===== config.mk =====
export PLATFORM = sky130hd
export DESIGN_NAME = ps2_zx_matrix
export DESIGN_NICKNAME = d
export VERILOG_FILES = /design/src/rtl/ps2_zx_matrix.sv
export SDC_FILE = /design/constraint.sdc
export NUM_CORES = 1
export LEC_CHECK = 0
export CAP_MARGIN = 20
export CORE_ASPECT_RATIO = 1.25
export CORE_MARGIN = 2
export CORE_UTILIZATION = 46
export CTS_BUF_LIST = sky130_fd_sc_hd__clkbuf_16
export DETAILED_ROUTE_END_ITERATION = 6
export GPL_TIMING_DRIVEN = 0
export PLACE_DENSITY = 0.65
export SYNTH_ARGS = -nofsm -noshare
export SYNTH_HDL_FRONTEND = slang
export SYNTH_SLANG_ARGS = --single-unit

===== constraint.sdc =====
create_clock -name clock -period 3.6 [get_ports clock]
set_clock_uncertainty 0.15 [all_clocks]
set_input_delay 0.72 -clock clock [delete_from_list [all_inputs] [get_ports clock]]
set_output_delay 0.72 -clock clock [all_outputs]
set_load 0.03 [all_outputs]

===== src/rtl/ps2_zx_matrix.sv =====
// ps2_zx_matrix: PS/2 set-2 scancode stream to ZX Spectrum 8x5 keyboard matrix,
// with a combinational port 0xFE half-row read path.
module ps2_zx_matrix #(
    parameter int TIMEOUT_CYC = 1000000,
    parameter int CNT_W       = 20
) (
    input  logic        clock,
    input  logic        reset_n,
    input  logic [7:0]  ps2data,
    input  logic        ps2hit,
    input  logic [15:0] A,
    output logic [7:0]  D
);
    typedef enum logic [2:0] {IDLE, EXT, BRK, EXTBRK, PAUSE} state_t;
    localparam logic [CNT_W-1:0] CNT_ONE  = CNT_W'(1);
    localparam logic [CNT_W-1:0] CNT_LAST = CNT_W'(TIMEOUT_CYC - 1);
    state_t            state, state_nx;
    logic [2:0]        skip, skip_nx;
    logic [CNT_W-1:0]  cnt;
    logic [39:0]       key, comp, eff;
    logic [4:0]        flag, col;
    logic              make, brk, clr, ext_sel;
    logic              dk_hit, df_hit;
    logic [5:0]        dk_idx;
    logic [2:0]        df_idx;
    logic [7:0]        a_lo_unused;
    assign a_lo_unused = A[7:0];
    assign ext_sel = (state == EXT) || (state == EXTBRK);
    // Key index is row*5+col; flags are bksp, left, down, up, right.
    always_comb begin
        dk_hit = 1'b1;
        dk_idx = 6'd0;
        df_hit = 1'b0;
        df_idx = 3'd0;
        case ({ext_sel, ps2data})
            9'h012, 9'h059: dk_idx = 6'd0;
            9'h01A: dk_idx = 6'd1;
            9'h022: dk_idx = 6'd2;
            9'h021: dk_idx = 6'd3;
            9'h02A: dk_idx = 6'd4;
            9'h01C: dk_idx = 6'd5;
            9'h01B: dk_idx = 6'd6;
            9'h023: dk_idx = 6'd7;
            9'h02B: dk_idx = 6'd8;
            9'h034: dk_idx = 6'd9;
            9'h015: dk_idx = 6'd10;
            9'h01D: dk_idx = 6'd11;
            9'h024: dk_idx = 6'd12;
            9'h02D: dk_idx = 6'd13;
            9'h02C: dk_idx = 6'd14;
            9'h016: dk_idx = 6'd15;
            9'h01E: dk_idx = 6'd16;
            9'h026: dk_idx = 6'd17;
            9'h025: dk_idx = 6'd18;
            9'h02E: dk_idx = 6'd19;
            9'h045: dk_idx = 6'd20;
            9'h046: dk_idx = 6'd21;
            9'h03E: dk_idx = 6'd22;
            9'h03D: dk_idx = 6'd23;
            9'h036: dk_idx = 6'd24;
            9'h04D: dk_idx = 6'd25;
            9'h044: dk_idx = 6'd26;
            9'h043: dk_idx = 6'd27;
            9'h03C: dk_idx = 6'd28;
            9'h035: dk_idx = 6'd29;
            9'h05A: dk_idx = 6'd30;
            9'h04B: dk_idx = 6'd31;
            9'h042: dk_idx = 6'd32;
            9'h03B: dk_idx = 6'd33;
            9'h033: dk_idx = 6'd34;
            9'h029: dk_idx = 6'd35;
            9'h014, 9'h114: dk_idx = 6'd36;
            9'h03A: dk_idx = 6'd37;
            9'h031: dk_idx = 6'd38;
            9'h032: dk_idx = 6'd39;
            9'h066: begin dk_hit = 1'b0; df_hit = 1'b1; df_idx = 3'd0; end
            9'h16B: begin dk_hit = 1'b0; df_hit = 1'b1; df_idx = 3'd1; end
            9'h172: begin dk_hit = 1'b0; df_hit = 1'b1; df_idx = 3'd2; end
            9'h175: begin dk_hit = 1'b0; df_hit = 1'b1; df_idx = 3'd3; end
            9'h174: begin dk_hit = 1'b0; df_hit = 1'b1; df_idx = 3'd4; end
            default: dk_hit = 1'b0;
        endcase
    end
    always_comb begin
        state_nx = state;
        skip_nx  = skip;
        make     = 1'b0;
        brk      = 1'b0;
        clr      = 1'b0;
        if (ps2hit) begin
            case (state)
                IDLE: begin
                    if (ps2data == 8'hE0) state_nx = EXT;
                    else if (ps2data == 8'hF0) state_nx = BRK;
                    else if (ps2data == 8'hE1) begin
                        state_nx = PAUSE;
                        skip_nx  = 3'd7;
                    end else if (ps2data == 8'hAA || ps2data == 8'hFF || ps2data == 8'h00) clr = 1'b1;
                    else make = 1'b1;
                end
                EXT: begin
                    if (ps2data == 8'hF0) state_nx = EXTBRK;
                    else if (ps2data != 8'hE0) begin
                        make     = 1'b1;
                        state_nx = IDLE;
                    end
                end
                BRK, EXTBRK: begin
                    brk      = 1'b1;
                    state_nx = IDLE;
                end
                PAUSE: begin
                    skip_nx  = skip - 3'd1;
                    state_nx = (skip == 3'd1) ? IDLE : PAUSE;
                end
                default: state_nx = IDLE;
            endcase
        end else if (state != IDLE && cnt == CNT_LAST) state_nx = IDLE;
    end
    always_ff @(posedge clock or negedge reset_n) begin
        if (!reset_n) begin
            state <= IDLE;
            skip  <= 3'd0;
            cnt   <= '0;
            key   <= '0;
            flag  <= '0;
        end else begin
            state <= state_nx;
            skip  <= skip_nx;
            cnt   <= ps2hit ? '0 : (state != IDLE) ? cnt + CNT_ONE : cnt;
            if (clr) begin
                key  <= '0;
                flag <= '0;
            end else if (make || brk) begin
                if (dk_hit) key[dk_idx] <= make;
                if (df_hit) flag[df_idx] <= make;
            end
        end
    end
    // Composite keys OR in CS plus their digit, so held Shift survives their release.
    always_comb begin
        comp     = '0;
        comp[0]  = |flag;
        comp[20] = flag[0];
        comp[19] = flag[1];
        comp[24] = flag[2];
        comp[23] = flag[3];
        comp[22] = flag[4];
    end
    assign eff = key | comp;
    always_comb begin
        col = 5'b0;
        for (int r = 0; r < 8; r++)
            if (!A[8+r]) col = col | eff[r*5 +: 5];
        D = {3'b111, ~col};
    end
endmodule

==> results.txt <==
Layout cells sized above 1 -> 16.0%
Reg2reg end -> key[0]$_DFFE_PN0P_
Area after DPL -> 5160 µm²
Run status -> completed
Root buffer cell -> clkbuf_16
Die area -> 11200 µm²
Post-route DRC -> 0
Main flop type after synthesis -> dfrtp_1
Post-route minimum period -> 3.54 ns
Maximum clock rate -> 282 MHz
Final net count -> 601
Cells after Synth -> 535
Most frequent cell after synthesis -> dfrtp_1
Final antenna-violating net count -> 0
DR vias -> 4546
R2R Path Start -> state[0]$_DFFE_PN0P_
Worst hold path depth -> 1
Layout area overhead -> 16.6%
Die Wd -> 95.3 µm
H-tree depth -> 3
Max Root-Sink Buffers -> 2
Vias per inst -> 6.45
EDFF count, synth -> 0
GRT overflow -> 0
Clock-pin slew on the worst setup and hold paths -> 0.06 ns
Antenna cell count -> 0
First-pass GRT wire length -> 24.0 mm
Crit path DAT -> 3.59 ns
Post-DP HPWL -> 11.2 mm
Peak VDD IR -> 0.236 mV
Synth cell count leaders -> dfrtp_1, nor2_1, nand2_1
Cell accounting for the most synthesized area -> dfrtp_1
Pin count of the biggest net entering global routing -> 72
CTS buffer count -> 9
Num rows -> 41
CP Capture Type -> flop
Worst Tran Pin Value -> 0.919 ns
Final hold slack -> 0.341 ns
IO buf count -> 21
Final Hold Viols -> 0
Asr flop ratio synth -> 100%
GPL Wtd Cong -> 0.923
Core footprint -> 10100 µm²
Lkg Pwr -> 2.20 nW
Yosys warning total -> 0
Pwr dens -> 412 nW/µm²
Final Instance Area -> 5580 µm²
DRT iter0 DRCs -> 407
Endpoint with the worst hold slack -> skip[2]$_DFFE_PN0P_
Avg Inst Size Synth -> 8.95 µm²
Slew headroom -> 38.8%
Slew Limit Fails -> 0
Die height -> 118 µm
Final WL -> 14.9 mm
RSZ-0062 raised after global routing -> false
Dominant cells by area after synthesis -> dfrtp_1, nor2_1, o211ai_1
CP required -> 3.65 ns
Worst R2R Setup Slack -> 0.54 ns
Setup CP Type -> in2reg
Setup crit start kind -> primary input
Total power -> 2.30 mW
Max cap viols -> 0
Initial antenna violation count -> 0
Gr usage total -> 27.7%
Cell Area, Synth -> 4790 µm²
Synth top area share -> 37.1%
Cts hold-fix bufs -> 0
Sink Count -> 71
Io pins -> 35
CTS tree -> done
Initial Utilization -> 47.4%
Total iterations of the first detailed-routing run -> 5
Vias in the first global route -> 4384
Hold_sp -> skip[2]$_DFFE_PN0P_
Clk_lat worst skew -> 0.34 ns
Drt wl/cell -> 21.2 µm
Final setup fails -> 0
Synth Register Bits -> 71
HP Class -> reg2reg
Seq/Total Area, Yosys -> 37.1%
Final period util -> 98.4%
Cell variety after synth -> 86
Worst-path fanout max -> 7
R2R depth -> 9
==> power by group <==
part	leakage, nW	internal (mW)	switching (mW)	total, mW
registers	0.977	0.847	0.0337	0.881
clock network	0.150	0.537	0.361	0.898
logic	1.07	0.207	0.314	0.521
==> how the worst max path moves through the flow <==
| stage | from | to | slack, ns |
|---|---|---|---|
| 2_1_floorplan | ps2data[4] | key[11]$_DFFE_PN0P_ | 0.61 |
| 3_3_place_gp | reset_n | cnt[1]$_DFFE_PN0P_ | -0.73 |
| 3_5_place_dp | ps2data[2] | key[6]$_DFFE_PN0P_ | -0.42 |
| 4_1_cts | ps2data[2] | key[10]$_DFFE_PN0P_ | 0.005 |
| 5_1_grt | ps2data[1] | key[0]$_DFFE_PN0P_ | 0.01 |
| 6_report | ps2data[0] | key[11]$_DFFE_PN0P_ | 0.06 |
==> cells in the final DEF, fill, tap and decap left out, types with 4 or more instances in the layout <==
master,synthesis,layout
buf_4,8,12
clkdlybuf4s50_1,0,18
dfrtp_1,71,71
nand2_1,42,41
inv_1,13,13
clkbuf_16,0,9
o311ai_0,8,8
and4_1,4,4
nor4_2,1,4
o31ai_1,11,10
o22ai_1,5,5
nor2_1,52,51
xnor2_1,7,7
nor3b_1,4,4
and3_1,9,9
nand3_1,20,20
o21ai_0,33,33
nand4_1,7,7
clkbuf_1,11,9
o311ai_1,5,5
a21oi_1,14,12
nand3b_1,4,4
nand2b_1,13,13
nor3_1,12,10
or3_1,5,4
a31oi_1,4,4
a221oi_1,4,4
xor2_1,14,14
a22oi_1,8,8
o211ai_1,23,23
buf_2,13,12
buf_6,7,7
nor2b_1,9,9
==> metal layers <==
metal | global-route usage, % | vias to the layer above | share of wire [%]
li1 | - | 2096 | -
met1 | 37.7 | 2248 | 44
met2 | 43.3 | 155 | 46
met3 | 4.16 | 47 | 5.2
met4 | 11.9 | 0 | 4.3
met5 | 0 | - | 0
==> worst max-delay path: stages <==
cell and delay (ns):
clkdlybuf4s50_1 0.58, or2b_1 0.32, nor3b_1 0.60, a221o_1 0.33, a311o_1 0.20, nor3_4 0.07, or2_0 0.21, buf_2 0.16
o311ai_2 0.27, o31ai_1 0.11
==> cell type report <==
cell class                 count  area (µm²)
fill                         902        4520
inverter                      13        48.8
multi-input combinational    413        2810
tap                          129         161
timing repair buffer          24         235
sequential                    71        1780
buffer                        39         253
clock buffer                   9         225
clock inverter                 7        71.3
==> repair_timing <==
action,in CTS,in global routing
buffers inserted,0,3
endpoints found under the setup margin,12,44
resized for setup,2,22
pin swaps,0,3
==> logic make-up after synthesis <==
family	Yosys count	synth area share [%]
XOR/XNOR	21	3.84
AND/OR/NAND/NOR	222	26.5
multiplexers	3	0.627
AO/OA/AOI/OAI	161	24.8
other	1	0.0783
adder cells (fa/ha/maj)	3	0.784
flip-flops	71	37.1
buffers and inverters	53	6.25
==> registers in the layout, indices dropped and copies added (netlist names) <==
name   cells
key       40
flag       5
skip       3
cnt       20
state      3
==> metrics by stage <==
stage                     setup slack, ns  util, %  setup TNS [ns]  cells
after CTS                         0.00494     54.2               0    703
after global routing               0.0120     55.3               0    705
after floorplan                     0.615        -               0    537
after detailed placement           -0.423     51.1          -12.41    687
after global placement             -0.728     51.1          -62.89    687
final                              0.0590     55.3               0    705
No activity file was read; power rests on OpenSTA's default activity.
